--- src/rtl/cpu_irq_ctrl_pkg.sv ---
// rtl/cpu_irq_ctrl_pkg.sv - shared types, core edge map and ID width helper for the interrupt front-end
package cpu_irq_ctrl_pkg;

    typedef enum logic [1:0] {
        IDLE = 2'd0,
        REQ  = 2'd1,
        GAP  = 2'd2
    } irq_state_e;

    // software=3, timer=7, external=11 and fast lines 31:16 latch on edges
    localparam logic [31:0] CORE_EDGE_MASK = 32'hFFFF_0888;

    function automatic int irq_id_w(input int num_irq);
        return (num_irq > 2) ? $clog2(num_irq) : 1;
    endfunction

endpackage

--- src/rtl/cpu_irq_ctrl_if.sv ---
// rtl/cpu_irq_ctrl_if.sv - core-side interrupt request/acknowledge handshake
interface cpu_irq_ctrl_if #(
    parameter int ID_W = 5
);
    logic            irq_req_o;
    logic [ID_W-1:0] irq_id_o;
    logic            irq_ack_i;

    modport master (output irq_req_o, output irq_id_o, input irq_ack_i);
    modport slave  (input irq_req_o, input irq_id_o, output irq_ack_i);
endinterface

--- src/rtl/cpu_irq_prio_enc.sv ---
// rtl/cpu_irq_prio_enc.sv - combinational highest-index-wins priority encoder
module cpu_irq_prio_enc
    import cpu_irq_ctrl_pkg::*;
#(
    parameter int NUM_IRQ = 32,
    parameter int ID_W    = irq_id_w(NUM_IRQ)
) (
    input  logic [NUM_IRQ-1:0] req,
    output logic [ID_W-1:0]    id,
    output logic               valid
);

    always_comb begin
        id    = '0;
        valid = 1'b0;
        for (int i = 0; i < NUM_IRQ; i++) begin
            if (req[i]) begin
                id    = ID_W'(i);
                valid = 1'b1;
            end
        end
    end

endmodule

--- src/rtl/cpu_irq_ctrl.sv ---
// rtl/cpu_irq_ctrl.sv - interrupt front-end with claim/ack path; CPU_IRQ_CTRL_LAT_STATS_EN adds req-to-ack latency stats
module cpu_irq_ctrl
    import cpu_irq_ctrl_pkg::*;
#(
    parameter int                 NUM_IRQ   = 32,
    parameter int                 ID_W      = irq_id_w(NUM_IRQ),
    parameter logic [NUM_IRQ-1:0] EDGE_MASK = '0,
    parameter int                 LAT_W     = 16
) (
    input  logic                 clk_i,
    input  logic                 rst_i,
    input  logic [NUM_IRQ-1:0]   irq_i,
    input  logic [NUM_IRQ-1:0]   irq_en_i,
    input  logic [NUM_IRQ-1:0]   irq_clr_i,
    output logic [NUM_IRQ-1:0]   irq_pending_o,
    cpu_irq_ctrl_if.master       core,
    output logic                 irq_ack_o,
    output logic [ID_W-1:0]      irq_ack_id_o,
    output logic                 wake_o,
    output logic [LAT_W-1:0]     lat_max_o
);

    logic [NUM_IRQ-1:0] irq_q;
    logic [NUM_IRQ-1:0] pending;
    logic [NUM_IRQ-1:0] pending_nxt;
    logic [NUM_IRQ-1:0] cand;
    logic [NUM_IRQ-1:0] ack_clr;
    logic [ID_W-1:0]    win_id;
    logic               win_vld;
    logic               ack_take;
    irq_state_e         state;

    assign cand          = pending & irq_en_i;
    assign wake_o        = |cand;
    assign irq_pending_o = pending;
    assign ack_take      = (state == REQ) && core.irq_ack_i;

    cpu_irq_prio_enc #(
        .NUM_IRQ (NUM_IRQ),
        .ID_W    (ID_W)
    ) u_prio_enc (
        .req   (cand),
        .id    (win_id),
        .valid (win_vld)
    );

    always_comb begin
        ack_clr = '0;
        if (ack_take) begin
            ack_clr[core.irq_id_o] = 1'b1;
        end
    end

    // new edges override clears landing in the same cycle
    always_comb begin
        pending_nxt = (EDGE_MASK & ((irq_i & ~irq_q) | (pending & ~(irq_clr_i | ack_clr))))
                    | (~EDGE_MASK & irq_i);
    end

    // history resets high so a line already asserted at release is not an edge
    always_ff @(posedge clk_i) begin
        if (rst_i) begin
            irq_q   <= '1;
            pending <= '0;
        end else begin
            irq_q   <= irq_i;
            pending <= pending_nxt;
        end
    end

    always_ff @(posedge clk_i) begin
        if (rst_i) begin
            state          <= IDLE;
            core.irq_req_o <= 1'b0;
            core.irq_id_o  <= '0;
            irq_ack_o      <= 1'b0;
            irq_ack_id_o   <= '0;
        end else begin
            irq_ack_o <= 1'b0;
            case (state)
                IDLE: begin
                    if (win_vld) begin
                        core.irq_id_o  <= win_id;
                        core.irq_req_o <= 1'b1;
                        state          <= REQ;
                    end
                end
                REQ: begin
                    if (ack_take) begin
                        core.irq_req_o <= 1'b0;
                        irq_ack_o      <= 1'b1;
                        irq_ack_id_o   <= core.irq_id_o;
                        state          <= GAP;
                    end else if (!cand[core.irq_id_o]) begin
                        core.irq_req_o <= 1'b0;
                        state          <= IDLE;
                    end
                end
                GAP: begin
                    state <= IDLE;
                end
                default: begin
                    core.irq_req_o <= 1'b0;
                    state          <= IDLE;
                end
            endcase
        end
    end

`ifdef CPU_IRQ_CTRL_LAT_STATS_EN
    logic [LAT_W-1:0] lat_cnt;
    logic [LAT_W-1:0] lat_inc;
    logic [LAT_W-1:0] lat_max;

    // lat_inc counts the current REQ cycle, so the ack cycle itself is included
    assign lat_inc   = (&lat_cnt) ? lat_cnt : lat_cnt + 1'b1;
    assign lat_max_o = lat_max;

    always_ff @(posedge clk_i) begin
        if (rst_i) begin
            lat_cnt <= '0;
            lat_max <= '0;
        end else if (state == IDLE && win_vld) begin
            lat_cnt <= '0;
        end else if (state == REQ) begin
            if (ack_take) begin
                if (lat_inc > lat_max) begin
                    lat_max <= lat_inc;
                end
            end else begin
                lat_cnt <= lat_inc;
            end
        end
    end
`else
    assign lat_max_o = '0;
`endif

endmodule
--- src/flat_wrapper.sv ---
// flat-port wrapper written by rule: the top's interface ports become plain ports
module cpu_irq_ctrl_flat import cpu_irq_ctrl_pkg::*;
#(
    parameter int                 NUM_IRQ   = 32,
    parameter int                 ID_W      = irq_id_w(NUM_IRQ),
    parameter logic [NUM_IRQ-1:0] EDGE_MASK = '0,
    parameter int                 LAT_W     = 16
)
  (clk_i, rst_i, irq_i, irq_en_i, irq_clr_i, irq_pending_o, irq_ack_o, irq_ack_id_o, wake_o, lat_max_o, core_irq_req_o, core_irq_id_o, core_irq_ack_i);
  cpu_irq_ctrl_if #(.ID_W(ID_W)) core_i ();
  input  logic clk_i;
  input  logic rst_i;
  input  logic [NUM_IRQ-1:0] irq_i;
  input  logic [NUM_IRQ-1:0] irq_en_i;
  input  logic [NUM_IRQ-1:0] irq_clr_i;
  output logic [NUM_IRQ-1:0] irq_pending_o;
  output logic irq_ack_o;
  output logic [ID_W-1:0] irq_ack_id_o;
  output logic wake_o;
  output logic [LAT_W-1:0] lat_max_o;
  output wire logic [$bits(core_i.irq_req_o)-1:0] core_irq_req_o;
  output wire logic [$bits(core_i.irq_id_o)-1:0] core_irq_id_o;
  input wire logic [$bits(core_i.irq_ack_i)-1:0] core_irq_ack_i;
  assign core_irq_req_o = core_i.irq_req_o;
  assign core_irq_id_o = core_i.irq_id_o;
  assign core_i.irq_ack_i = core_irq_ack_i;
  cpu_irq_ctrl #(.NUM_IRQ(NUM_IRQ), .ID_W(ID_W), .EDGE_MASK(EDGE_MASK), .LAT_W(LAT_W)) u_core (.clk_i(clk_i), .rst_i(rst_i), .irq_i(irq_i), .irq_en_i(irq_en_i), .irq_clr_i(irq_clr_i), .irq_pending_o(irq_pending_o), .core(core_i), .irq_ack_o(irq_ack_o), .irq_ack_id_o(irq_ack_id_o), .wake_o(wake_o), .lat_max_o(lat_max_o));
endmodule
--- config.mk ---
export PLATFORM = sky130hd
export DESIGN_NAME = cpu_irq_ctrl_flat
export DESIGN_NICKNAME = d
export VERILOG_FILES = /design/src/rtl/cpu_irq_ctrl_pkg.sv /design/src/rtl/cpu_irq_ctrl_if.sv /design/src/rtl/cpu_irq_prio_enc.sv /design/src/rtl/cpu_irq_ctrl.sv /design/src/flat_wrapper.sv
export SDC_FILE = /design/constraint.sdc
export NUM_CORES = 1
export LEC_CHECK = 0
export CAP_MARGIN = 20
export CORE_MARGIN = 4
export CORE_UTILIZATION = 33
export CTS_CLUSTER_DIAMETER = 150
export DETAILED_ROUTE_END_ITERATION = 8
export PLACE_DENSITY = 0.83
export RECOVER_POWER = 50
export SETUP_SLACK_MARGIN = 0.02
export SYNTH_ARGS = -nofsm -noshare
export SYNTH_HDL_FRONTEND = slang
export SYNTH_SLANG_ARGS = --single-unit
--- constraint.sdc ---
create_clock -name clk_i -period 1.9 [get_ports clk_i]
set_clock_uncertainty 0.1 [all_clocks]
set_input_delay 0.19 -clock clk_i [delete_from_list [all_inputs] [get_ports clk_i]]
set_output_delay 0.19 -clock clk_i [all_outputs]
set_load 0.01 [all_outputs]
==> impl_metrics.py <==
metrics = {
    "outcome": {
        "violations": "setup timing",
        "status": "complete, but fails checks",
    },
    "finish": {
        "drive_gt1_share_pct": 25.9,
        "register_area_um2": 933,
        "layout.cell_area.non_filler_um2": 4240,
        "n_fill_cell": 620,
        "nets": 544,
        "antenna_cells": 0,
        "multiInputGateArea_um2": 1420,
        "syn2layout_area_growth_pct": 74.0,
    },
    "timing": {
        "worst_hold_slack_ns": 0.205,
        "finalHoldViolCount": 0,
        "rsz0062_at_grt": "true",
        "max_freq_mhz": 516,
        "period_share_pct": 102,
        "setup_viol": 1,
        "fin_crit_ns": 1.94,
        "slew_violations": 0,
        "fin_ws_ns": -0.0393,
        "worst_pin_slew_ns": 0.871,
        "setup_tns_ns": -0.0393,
        "relSlewSlack_pct": 41.9,
    },
    "die": {
        "core_area_um2": 7210,
        "ioPinCount": 160,
        "dieArea_um2": 8820,
        "die_y_um": 93.9,
        "initial_core_util_pct": 33.8,
        "rows": 31,
        "dieWidth_um": 93.9,
    },
    "synthesis": {
        "netlist_top_cells_area": "dfxtp_1 38%, nor2b_1 8.7%, nand2_1 5.7%",
        "ys_warn_count": 0,
        "synth_ff_type": "dfxtp_1",
        "async_flop_share_pct": 0,
        "synthCells": 268,
        "ys_types": 49,
        "seq_area_frac_synth_pct": 37.8,
        "syn_area_um2": 2440,
        "yosysTopAreaCell": "dfxtp_1",
        "synth-edff-count": 0,
        "synth.top_cell.area_share_pct": 37.8,
        "synth-seq-cells": 46,
        "syn_avg_cell_area_um2": 9.09,
    },
    "global_route": {
        "gr-total-overflow": 0,
        "globalRouteTotalUtil_pct": 17.9,
        "grt_start_max_net_pins": 22,
        "antenna_found_initial": 0,
        "grt_pass1_vias": 2703,
        "grt_pass1_wl_um": 12800,
    },
    "drt": {
        "final_antenna_net_count": 0,
        "initialDrtViolationCount": 221,
        "avgViaCountPerCell": 4.90,
        "drcViolationCount": 0,
        "wl_per_cell_um": 14.5,
        "vias": 2663,
        "drtPass1Iterations": 4,
        "drt_wl_total_um": 7850,
    },
    "clocking": {
        "clock_latency_ns": 0.30,
        "cts_sinks": 46,
        "clk_pin_slew_ns": 0.08,
        "cts_tree": "built",
        "max-clock-path-buffers": 2,
        "cts_buffers": 5,
        "cts_root_buf": "clkbuf_8",
        "htree_levels": 2,
        "cts_hold_buf": 0,
    },
    "flow_run": {
        "max-cap-violations": 0,
    },
    "critical_path": {
        "cp-start-kind": "primary input",
        "r2r-end": "u_core.core.irq_id_o[0]",
        "cp_max_fo": 2,
        "path_class": "in2out",
        "crit_required_ns": 1.61,
        "r2r_cells": 6,
        "reg2reg_slack_ns": 0.05,
        "endpoint_kind": "output port",
        "arrival_ns": 1.65,
        "r2r_start": "u_core.irq_pending_o[2]",
    },
    "pwr": {
        "irDropWorstVdd_mv": 0.335,
        "power.leakage_uw": 0.00187,
        "powerDensity_nw_per_um2": 602,
        "total_power_uw": 2550,
    },
    "min_path": {
        "min_from": "rst_i",
        "worstHoldEndpoint": "u_core.irq_ack_id_o[2]",
        "hold_class": "in2reg",
        "min_delay_path_depth": 2,
    },
    "placed_design": {
        "numPortBuffers": 111,
        "hpwl_um": 6560,
        "dpl_cell_area_um2": 4020,
        "gp_congestion": 0.930,
        "place_ws_ns": -0.485,
    },
}
metrics by stage:
| step | std cells | util, % |
|---|---|---|
| finish | 543 | 58.8 |
| global route | 543 | 58.8 |
| CTS | 540 | 57.4 |
| detailed placement | 532 | 55.7 |
| global placement | 532 | 55.7 |
| floorplan | 283 | - |
worst max-delay path, cell delays in order:
cell,delay [ns]
clkdlybuf4s50_1,0.45
a22oi_2,0.28
nand4b_4,0.15
nor4_4,0.34
inv_1,0.10
buf_6,0.13
cell families (layout without fill, tap and decap cells):
group,count (synthesis),count (layout),synth area share [%]
AO/OA/AOI/OAI,61,61,22.1
buffers and inverters,30,191,8.58
flip-flops,46,46,37.8
multiplexers,8,8,4.83
other,1,16,0.154
AND/OR/NAND/NOR,122,122,26.5
how the worst max path moves through the flow:
stage	end	slack [ns]	depth (start not counted)	from
after floorplan	u_core.core.irq_id_o[0]	0.1	7	u_core.irq_pending_o[18]
after global placement	wake_o	-0.39	6	irq_en_i[30]
after detailed placement	u_core.core.irq_id_o[2]	-0.49	8	irq_en_i[30]
after CTS	wake_o	-0.03	5	u_core.irq_pending_o[30]
after global routing	wake_o	-0.08	5	u_core.irq_pending_o[5]
final	wake_o	-0.04	6	irq_en_i[20]
metal layers:
layer	global-route usage [%]	part of all wire, %	up-vias
li1	-	-	1294
met1	20.5	38	1235
met2	31.9	51	124
met3	5.53	9.2	10
met4	5.17	1.3	0
met5	0	0	-
timing repair:
item / in CTS / in global routing
gates resized for setup: 16 / 29
setup endpoints to repair: 9 / 8
pin swaps: 8 / 15
buffers inserted: 2 / 3
final cells by class:
cell class / count / area share (%)
tap: 99 / 2.92
multi-input combinational: 207 / 33.5
timing repair buffer: 181 / 39.1
inverter: 4 / 0.472
sequential: 46 / 22.0
clock buffer: 6 / 1.95
sequential cells by signal (all words and copies together), names as in the netlist:
register and count:
u_core.state 2, u_core.core.irq_req_o 1, u_core.irq_ack_o 1, u_core.irq_ack_id_o 5, u_core.core.irq_id_o 5, u_core.irq_pending_o 32
synthesized netlist by cell type, drive strengths merged (3+ instances only):
library cell and number:
a22oi 15, a221oi 4, mux4 3, o21ai 5, nand4 7, nand2 37
buf 21, o211ai 4, a22o 3, mux2i 5, dfxtp 46, nor2 15
nor2b 34, a21oi 11, a31oi 3, inv 4, clkbuf 5, nand3 15
power breakdown:
part           internal, uW  total [uW]  leakage, uW  switching (uW)
registers              1030        1100     0.000385            69.5
logic                   497         866      0.00144             369
clock network           281         585    0.0000431             305
cell usage in the layout, fill, tap and decap left out, types with 4 or more instances in the layout:
cell	instances
a22oi_2	10
dlygate4sd3_1	15
a22oi_4	4
dfxtp_1	36
dlymetal6s2s_1	12
o21ai_0	5
conb_1	16
a21oi_1	11
nand4_1	7
mux2i_1	5
nand3_1	15
dlygate4sd2_1	4
dfxtp_2	10
clkdlybuf4s50_1	78
nand2_1	37
buf_4	66
clkbuf_8	6
nor2_1	15
nor2b_1	34
o211ai_1	4
No activity file was read; power rests on OpenSTA's default activity.
